===== config.mk =====
export PLATFORM = sky130hd
export DESIGN_NAME = mem_stage_sram_ctrl
export DESIGN_NICKNAME = d
export VERILOG_FILES = /design/src/rtl/mem_stage_sram_ctrl_pkg.sv /design/src/rtl/mem_stage_sram_ctrl_sram_wait_counter.sv /design/src/rtl/mem_stage_sram_ctrl.sv
export SDC_FILE = /design/constraint.sdc
export NUM_CORES = 1
export LEC_CHECK = 0
export CAP_MARGIN = 0
export CORE_MARGIN = 2
export CORE_UTILIZATION = 43
export CTS_CLUSTER_SIZE = 12
export DETAILED_ROUTE_END_ITERATION = 7
export GPL_ROUTABILITY_DRIVEN = 0
export PLACE_DENSITY = 0.8
export SYNTH_ARGS = -nofsm -noshare
export SYNTH_HDL_FRONTEND = slang
export SYNTH_SLANG_ARGS = --single-unit

===== constraint.sdc =====
create_clock -name clk -period 3.8 [get_ports clk]
set_clock_uncertainty 0.1 [all_clocks]
set_input_delay 0.95 -clock clk [delete_from_list [all_inputs] [get_ports clk]]
set_output_delay 0.95 -clock clk [all_outputs]
set_load 0.005 [all_outputs]

===== src/rtl/mem_stage_sram_ctrl_pkg.sv =====
// rtl/mem_stage_sram_ctrl_pkg.sv - shared types and constants for the MEM-stage SRAM controller
package mem_stage_sram_ctrl_pkg;

    // Controller sequence: idle, low halfword, high halfword, completion.
    typedef enum logic [1:0] {
        ST_IDLE = 2'd0,
        ST_LO   = 2'd1,
        ST_HI   = 2'd2,
        ST_DONE = 2'd3
    } state_t;

    localparam logic [31:0] BASE_ADDR_DEF = 32'd1024;
    localparam int          SRAM_DW       = 16;
    localparam int          SRAM_AW_DEF   = 18;

    // Wait-counter width; covers WAIT_CYCLES up to 15.
    localparam int          WAIT_CW       = 4;

endpackage


===== src/rtl/mem_stage_sram_ctrl_sram_wait_counter.sv =====
// rtl/mem_stage_sram_ctrl_sram_wait_counter.sv - loadable down-counter with zero flag, one run per SRAM halfword
//
// Ports:
//   clk_i, rst_i   clock, asynchronous active-high reset
//   load_i         load load_val_i (has priority over dec_i)
//   load_val_i     reload value
//   dec_i          decrement by one, saturating at zero
//   zero_o         count is zero
module mem_stage_sram_ctrl_sram_wait_counter
    import mem_stage_sram_ctrl_pkg::*;
(
    input  logic               clk_i,
    input  logic               rst_i,
    input  logic               load_i,
    input  logic [WAIT_CW-1:0] load_val_i,
    input  logic               dec_i,
    output logic               zero_o
);

    logic [WAIT_CW-1:0] count_q;
    logic [WAIT_CW-1:0] count_d;

    always_comb begin
        count_d = count_q;
        if (load_i) begin
            count_d = load_val_i;
        end else if (dec_i && (count_q != '0)) begin
            count_d = count_q - {{(WAIT_CW-1){1'b0}}, 1'b1};
        end
    end

    always_ff @(posedge clk_i or posedge rst_i) begin
        if (rst_i) begin
            count_q <= '0;
        end else begin
            count_q <= count_d;
        end
    end

    assign zero_o = (count_q == '0);

endmodule


===== src/rtl/mem_stage_sram_ctrl.sv =====
// rtl/mem_stage_sram_ctrl.sv - MEM-stage controller splitting 32-bit loads/stores into two waited 16-bit SRAM accesses
//
// Ports:
//   clk, rst              clock, asynchronous active-high reset
//   MEM_R_EN, MEM_W_EN    load / store request (both high = store)
//   ALU_out               byte address; BASE_ADDR maps to SRAM word 0, bits [1:0] ignored
//   Val_RM                store data
//   mem_rdata             registered load result
//   ready                 pipeline may advance
//   sram_addr             halfword address
//   sram_dq_out/_oe       write data and its tri-state enable
//   sram_dq_in            read data from SRAM
//   sram_we_n             active-low write strobe
module mem_stage_sram_ctrl
    import mem_stage_sram_ctrl_pkg::*;
#(
    parameter int          WAIT_CYCLES = 3,
    parameter logic [31:0] BASE_ADDR   = BASE_ADDR_DEF,
    parameter int          SRAM_AW     = SRAM_AW_DEF
) (
    input  logic               clk,
    input  logic               rst,
    input  logic               MEM_R_EN,
    input  logic               MEM_W_EN,
    input  logic [31:0]        ALU_out,
    input  logic [31:0]        Val_RM,
    output logic [31:0]        mem_rdata,
    output logic               ready,
    output logic [SRAM_AW-1:0] sram_addr,
    output logic [SRAM_DW-1:0] sram_dq_out,
    output logic               sram_dq_oe,
    input  logic [SRAM_DW-1:0] sram_dq_in,
    output logic               sram_we_n
);

    localparam int                 WW          = SRAM_AW - 1;
    localparam logic [WAIT_CW-1:0] RELOAD      = WAIT_CW'(WAIT_CYCLES - 1);
    // With a single wait cycle there is no spare cycle to release the strobe
    // early, so the strobe covers the whole access.
    localparam logic               SINGLE_WAIT = (WAIT_CYCLES == 1);

    state_t        state_q, state_d;
    logic          write_q, write_d;
    logic [WW-1:0] word_q,  word_d;
    logic [31:0]   data_q,  data_d;
    logic [31:0]   rdata_q, rdata_d;

    logic          req;
    logic [WW-1:0] word_in;
    logic          cnt_load;
    logic          cnt_dec;
    logic          cnt_zero;
    logic          hi_sel;
    logic          oe_c;
    logic          we_n_c;
    logic          ready_c;

    assign req     = MEM_R_EN | MEM_W_EN;
    // Offset wraps modulo 2^32; only the word bits that fit the SRAM survive.
    assign word_in = WW'((ALU_out - BASE_ADDR) >> 2);

    mem_stage_sram_ctrl_sram_wait_counter u_wait_cnt (
        .clk_i      (clk),
        .rst_i      (rst),
        .load_i     (cnt_load),
        .load_val_i (RELOAD),
        .dec_i      (cnt_dec),
        .zero_o     (cnt_zero)
    );

    always_comb begin
        state_d  = state_q;
        write_d  = write_q;
        word_d   = word_q;
        data_d   = data_q;
        rdata_d  = rdata_q;
        cnt_load = 1'b0;
        cnt_dec  = 1'b0;
        hi_sel   = 1'b0;
        oe_c     = 1'b0;
        we_n_c   = 1'b1;
        ready_c  = 1'b0;

        case (state_q)
            ST_IDLE: begin
                ready_c = ~req;
                if (req) begin
                    write_d  = MEM_W_EN;
                    word_d   = word_in;
                    data_d   = Val_RM;
                    cnt_load = 1'b1;
                    state_d  = ST_LO;
                end
            end
            ST_LO: begin
                oe_c   = write_q;
                we_n_c = ~(write_q & (~cnt_zero | SINGLE_WAIT));
                if (cnt_zero) begin
                    if (!write_q) begin
                        rdata_d[15:0] = sram_dq_in;
                    end
                    cnt_load = 1'b1;
                    state_d  = ST_HI;
                end else begin
                    cnt_dec = 1'b1;
                end
            end
            ST_HI: begin
                hi_sel = 1'b1;
                oe_c   = write_q;
                we_n_c = ~(write_q & (~cnt_zero | SINGLE_WAIT));
                if (cnt_zero) begin
                    if (!write_q) begin
                        rdata_d[31:16] = sram_dq_in;
                    end
                    state_d = ST_DONE;
                end else begin
                    cnt_dec = 1'b1;
                end
            end
            ST_DONE: begin
                // Request is still high here while the pipeline advances;
                // always return to IDLE so it is not taken a second time.
                hi_sel  = 1'b1;
                ready_c = 1'b1;
                state_d = ST_IDLE;
            end
            default: begin
                state_d = ST_IDLE;
            end
        endcase
    end

    always_ff @(posedge clk or posedge rst) begin
        if (rst) begin
            state_q <= ST_IDLE;
            write_q <= 1'b0;
            word_q  <= '0;
            data_q  <= '0;
            rdata_q <= '0;
        end else begin
            state_q <= state_d;
            write_q <= write_d;
            word_q  <= word_d;
            data_q  <= data_d;
            rdata_q <= rdata_d;
        end
    end

    // Address and data stay on the high half through DONE for hold time.
    assign sram_addr   = {word_q, hi_sel};
    assign sram_dq_out = hi_sel ? data_q[31:16] : data_q[15:0];
    assign sram_dq_oe  = oe_c;
    assign sram_we_n   = we_n_c;
    assign ready       = ready_c;
    assign mem_rdata   = rdata_q;

endmodule


==> flow_metrics.env, run 1 <==
export IMPL_status="complete, no violations"
export IMPL_grt_busiest_layer="met2"
export IMPL_slew_violations=0
export IMPL_power_density_nw_per_um2=838
export IMPL_hold_buffers=0
export IMPL_nets=587
export IMPL_worstPathRequired_ns=2.75
export IMPL_synth_adder_area_share_pct=2.30
export IMPL_post_cts_buffers=0
export IMPL_start_util_pct=44.0
export IMPL_synthMuxAreaShare_pct=14.7
export IMPL_rsz0062_at_grt="false"
export IMPL_critPathTopFamily="buffers and inverters"
export IMPL_synth_warnings=0
export IMPL_io_pin_count=153
export IMPL_slowest_stage="clkdlybuf4s50_1"
export IMPL_cts_clk_slew_worst_paths_ns=0.08
export IMPL_synth_compound_area_share_pct=3.77
export IMPL_endpoint="ready"
export IMPL_grt_start_max_net_pins=56
export IMPL_clk_latency_ns=0.34
export IMPL_r2r_end="mem_rdata[4]"
export IMPL_grt_pass1_vias=3056
export IMPL_critPathLaunch="MEM_W_EN"
export IMPL_clock_sinks=88
export IMPL_leakagePower_nw=2.52
export IMPL_die_w_um=98.2
export IMPL_viasPerCell=4.94
export IMPL_drc=0
export IMPL_r2r_slack_ns=1.76
export IMPL_worstRegToRegCells=5
export IMPL_mostFrequentLayoutCells="clkdlybuf4s50_1, nand2_1, dfrtp_1"
export IMPL_maxCapViolations=0
export IMPL_startpoint_type="primary input"
export IMPL_syn_nets=450
export IMPL_mostFrequentLayoutCell="clkdlybuf4s50_1"
export IMPL_drt_iter0_drc=74
export IMPL_grt_met2_usage_pct=29.9
export IMPL_wl_mm=8.69
export IMPL_total_power_w=0.00466
export IMPL_crit_path_end_kind="primary output"
export IMPL_grt_util_met1_pct=23.5
export IMPL_dpl_hpwl_mm=6.23
export IMPL_layout_drive_gt1_share_pct=15.8
export IMPL_die_area_um2=9640
export IMPL_setup_violations=0
export IMPL_diodes=0
export IMPL_postRouteAntennaNets=0
export IMPL_syn_inst=359
export IMPL_drt_pass1_iterations=4
export IMPL_syn_area_per_cell_um2=10.6
export IMPL_max_freq_mhz=282
export IMPL_antenna_found_initial=0
export IMPL_synth_simple_area_share_pct=18.6
export IMPL_cp_cell_sequence="clkdlybuf4s50_1, nor3b_1, nor2_1, nor2_1, clkdlybuf4s50_1"
export IMPL_netlist_area_um2=3810
export IMPL_crit_arrival_ns=2.50
export IMPL_cts_buffers=9
export IMPL_die_h_um=98.2
export IMPL_hold_path_depth=2
export IMPL_ys_seq_area_share_pct=57.7
export IMPL_hp_class="register to register"
export IMPL_grt_use_total_pct=18.3
export IMPL_clock_path_buffers=2
export IMPL_core_um2=8680
export IMPL_worst_pin_slew_ns=0.823
export IMPL_multi_input_area_um2=1530
export IMPL_fin_tns_setup_ns=0
export IMPL_via_count=3008
export IMPL_fillers=738
export IMPL_slowest_delay_ns=0.50
export IMPL_synthXorXnorAreaFrac_pct=0.230
export IMPL_portBuffers=137
export IMPL_areaGrowthSynthToFinish_pct=45.8
export IMPL_synth_top_family_by_area="simple AND/OR/NAND/NOR gates"
export IMPL_fin_crit_sh_pct=93.5
export IMPL_synth_distinct_cells=36
export IMPL_wire_per_inst_um=14.3
export IMPL_maxSlewHeadroom_pct=44.9
export IMPL_synth_edf_count=0
export IMPL_regArea_um2=2200
export IMPL_htree_levels=3
export IMPL_grt_pass1_wl_mm=14.3
export IMPL_use_met3_pct=5.30
export IMPL_grt_ovfl_total=0
export IMPL_peakVddDrop_uv=388
export IMPL_path_depth=5
export IMPL_clockRootBuffer="clkbuf_8"
export IMPL_row_count=34
export IMPL_synth_seq_cells=88
export IMPL_ys_flop_type="dfrtp_1"
export IMPL_crit_buf_inv=2
export IMPL_cts_tree="done"
export IMPL_synth_async_reset_ratio_pct=100
export IMPL_path_max_fanout=4
export IMPL_min_period_ns=3.55
export IMPL_r2r_start="u_wait_cnt.count_q[0]"
export IMPL_cts_repair_resized=0
export IMPL_criticalPathCategory="primary input to primary output"
export IMPL_hold_viol=0
layout make-up:
type	instances	area share, %
flip-flops and latches	88	39.6
multi-input cells	246	27.4
repair buffers	142	25.6
well taps	108	2.43
clock buffers	10	2.29
clock inverters	6	2.07
inverters	9	0.630
layer usage:
metal,up-vias,part of all wire [%]
met3,11,6.6
met5,-,0
li1,1459,-
met2,106,47
met1,1432,45
met4,0,1.3
worst min path at each step:
stage / start / slack (ns) / endpoint
final: data_q[27] / 0.37 / data_q[27]
after global routing: data_q[12] / 0.40 / data_q[12]
after CTS: data_q[12] / 0.38 / data_q[12]
after detailed placement: data_q[12] / 0.36 / data_q[12]
after global placement: data_q[2] / 0.35 / data_q[2]
after floorplan: data_q[0] / 0.34 / data_q[0]
worst register-to-register path, delay by kind of cell, from the launching register on:
family	cells	cell delay, ns
buf+inv	1	0.09
simple gates	2	0.67
fa+ha+maj	1	0.28
flops	1	0.41
mux	1	0.38
synthesized netlist by cell type (2+ instances only):
cell	count	area (um^2)
clkbuf_1	12	45.0
or4_1	2	15.0
inv_1	9	33.8
mux2i_1	2	20.0
nand3_1	2	10.0
nor3b_1	3	22.5
ha_1	7	87.6
buf_2	3	15.0
nor2_1	12	45.0
mux2_2	48	541
nand2_2	2	12.5
a31oi_1	6	37.5
nand2_1	129	484
or3_1	3	18.8
dfrtp_1	88	2200
o31ai_1	2	15.0
o21ai_0	7	35.0
a21oi_1	3	15.0
nand2b_1	2	12.5
logic make-up after synthesis:
kind of cell,Yosys count
simple gates,165
buf+inv,25
fa+ha+maj,7
compound gates,23
xor+xnor,1
flops,88
mux,50
where the power goes:
group	leakage [nW]	total, W	internal, W	switching (W)
logic	1.35	0.00224	0.00135	0.000889
registers	1.06	0.00165	0.00140	0.000247
clock network	0.117	0.000776	0.000442	0.000334
total	2.52	0.00466	0.00319	0.00147
metrics by stage:
| step | cell area (um^2) | instances | util, % | setup slack, ns | hold WS (ns) |
|---|---|---|---|---|---|
| finish | 5560 | 609 | 64.1 | 0.248 | 0.375 |
| global route | 5560 | 609 | 64.1 | 0.106 | 0.399 |
| CTS | 5560 | 609 | 64.1 | 0.234 | 0.380 |
| detailed placement | 5320 | 593 | 61.3 | 0.243 | 0.360 |
| global placement | 5320 | 593 | 61.3 | 0.275 | 0.351 |
| floorplan | 3810 | 359 | - | 0.471 | 0.340 |
sequential cells by signal, indices dropped and copies added (netlist names):
register            cells
state_q                 2
data_q                 32
u_wait_cnt.count_q      4
mem_rdata              32
write_q                 1
word_q                 17
Note: power is estimated with default switching activity, not from simulation.
==> inputs of run 2 (changes only) <==
==> constraint.sdc (replaced) <==
create_clock -name clk -period 3.7 [get_ports clk]
set_clock_uncertainty 0.1 [all_clocks]
set_input_delay 0.925 -clock clk [delete_from_list [all_inputs] [get_ports clk]]
set_output_delay 0.925 -clock clk [all_outputs]
set_load 0.005 [all_outputs]
==> run 2 against run 1 <==
Compared with the run above: critical path depth unchanged; first-iteration DRC count decreased by 15%; combinational power increased by 3%; register-to-register slack got worse by 0.05 ns; worst hold slack improved by 0.0030 ns; critical endpoint unchanged.
==> flow_metrics.env, run 2 (synthesis results as in run 1) <==
export IMPL_clock_path_buffers=2
export IMPL_worstPathRequired_ns=2.67
export IMPL_antenna_found_initial=0
export IMPL_worstRegToRegCells=5
export IMPL_maxCapViolations=0
export IMPL_areaGrowthSynthToFinish_pct=45.3
export IMPL_startpoint_type="primary input"
export IMPL_wl_mm=8.65
export IMPL_cts_buffers=9
export IMPL_portBuffers=137
export IMPL_fillers=706
export IMPL_leakagePower_nw=2.51
export IMPL_htree_levels=3
export IMPL_drc=0
export IMPL_regArea_um2=2200
export IMPL_mostFrequentLayoutCells="clkdlybuf4s50_1, nand2_1, dfrtp_1"
export IMPL_maxSlewHeadroom_pct=69.6
export IMPL_row_count=34
export IMPL_mostFrequentLayoutCell="clkdlybuf4s50_1"
export IMPL_power_density_nw_per_um2=844
export IMPL_clockRootBuffer="clkbuf_8"
export IMPL_p_clk_share_pct=14.7
export IMPL_rsz0062_at_grt="false"
export IMPL_io_pin_count=153
export IMPL_drt_pass1_iterations=4
export IMPL_clk_latency_ns=0.34
export IMPL_max_freq_mhz=288
export IMPL_hold_buffers=0
export IMPL_slew_violations=0
export IMPL_p_int_w=0.00317
export IMPL_drt_iter0_drc=63
export IMPL_die_h_um=98.2
export IMPL_r2r_end="mem_rdata[24]"
export IMPL_via_count=3016
export IMPL_dpl_hpwl_mm=6.11
export IMPL_peakVddDrop_uv=374
export IMPL_hp_class="register to register"
export IMPL_min_period_ns=3.47
export IMPL_cts_repair_resized=0
export IMPL_crit_path_end_kind="primary output"
export IMPL_status="complete, no violations"
export IMPL_path_max_fanout=3
export IMPL_hold_viol=0
export IMPL_place_ws_ns=0.227
export IMPL_seqPwrFrac_pct=36.2
export IMPL_layout_drive_gt1_share_pct=16.0
export IMPL_viasPerCell=4.95
export IMPL_switching_power_w=0.00151
export IMPL_endpoint="ready"
export IMPL_cts_tree="done"
export IMPL_fin_tns_setup_ns=0
export IMPL_die_area_um2=9640
export IMPL_postRouteAntennaNets=0
export IMPL_grt_use_total_pct=18.6
export IMPL_critPathLaunch="MEM_R_EN"
export IMPL_post_cts_buffers=0
export IMPL_grt_pass1_wl_mm=14.5
export IMPL_setup_slack_ns=0.226
export IMPL_grt_ovfl_total=0
export IMPL_grt_start_max_net_pins=89
export IMPL_grt_pass1_vias=3065
export IMPL_final_util_pct=63.9
export IMPL_swShare_pct=32.3
export IMPL_power_frac_comb_pct=49.1
export IMPL_r2r_start="u_wait_cnt.count_q[0]"
export IMPL_crit_arrival_ns=2.45
export IMPL_core_um2=8680
export IMPL_hold_path_startpoint="data_q[5]"
export IMPL_r2r_slack_ns=1.71
export IMPL_multi_input_area_um2=1530
export IMPL_diodes=0
export IMPL_fin_crit_sh_pct=93.9
export IMPL_criticalPathCategory="primary input to primary output"
export IMPL_cts_clk_slew_worst_paths_ns=0.08
export IMPL_nets=587
export IMPL_start_util_pct=44.0
export IMPL_worst_pin_slew_ns=0.456
export IMPL_setup_violations=0
export IMPL_wire_per_inst_um=14.2
export IMPL_clock_sinks=88
export IMPL_die_w_um=98.2
[run 2: worst min path at each step]
stage          slack, ns          to  depth (start not counted)
3_5_place_dp        0.36   data_q[1]                          2
6_report            0.38   data_q[5]                          2
2_1_floorplan       0.34   data_q[0]                          2
4_1_cts             0.38  data_q[30]                          2
3_3_place_gp        0.35   data_q[2]                          2
5_1_grt             0.40   data_q[5]                          2
[run 2: cell type report]
type                    count  share of cell area (%)
multi-input cells         246                    27.5
flip-flops and latches     88                    39.7
well taps                 108                    2.44
clock buffers              10                    2.48
clock inverters             6                    1.31
repair buffers            142                    25.9
inverters                   9                   0.632
[run 2: routing by layer]
layer	global-route usage [%]	part of all wire, %
met3	4.51	6.7
met5	0	0
met1	24.8	45
met2	30.0	47
met4	6.22	1.1
[run 2: power by group through the flow]
| stage | clock [W] | combinational (W) | sequential [W] |
|---|---|---|---|
| 4_1_cts | 0.000713 | 0.00235 | 0.00169 |
| 5_1_grt | 0.000753 | 0.00252 | 0.00177 |
| 2_1_floorplan | 0 | 0.00108 | 0.00169 |
| 3_5_place_dp | 0 | 0.00234 | 0.00171 |
| 3_3_place_gp | 0 | 0.00227 | 0.00168 |
| 6_report | 0.000687 | 0.00230 | 0.00169 |
[run 2: critical path: stages]
cell and delay [ns]:
clkdlybuf4s50_1 0.47, nor3b_1 0.37, nor2_1 0.08, nor2_1 0.09, clkdlybuf4s50_1 0.50
[run 2: stage by stage]
| step | std cells | power [W] | area, um^2 | hold WS, ns |
|---|---|---|---|---|
| 2_1_floorplan | 359 | 0.00277 | 3810 | 0.340 |
| 6_report | 609 | 0.00468 | 5540 | 0.378 |
| 3_3_place_gp | 593 | 0.00396 | 5330 | 0.352 |
| 4_1_cts | 609 | 0.00475 | 5540 | 0.381 |
| 5_1_grt | 609 | 0.00504 | 5540 | 0.396 |
| 3_5_place_dp | 593 | 0.00405 | 5330 | 0.356 |
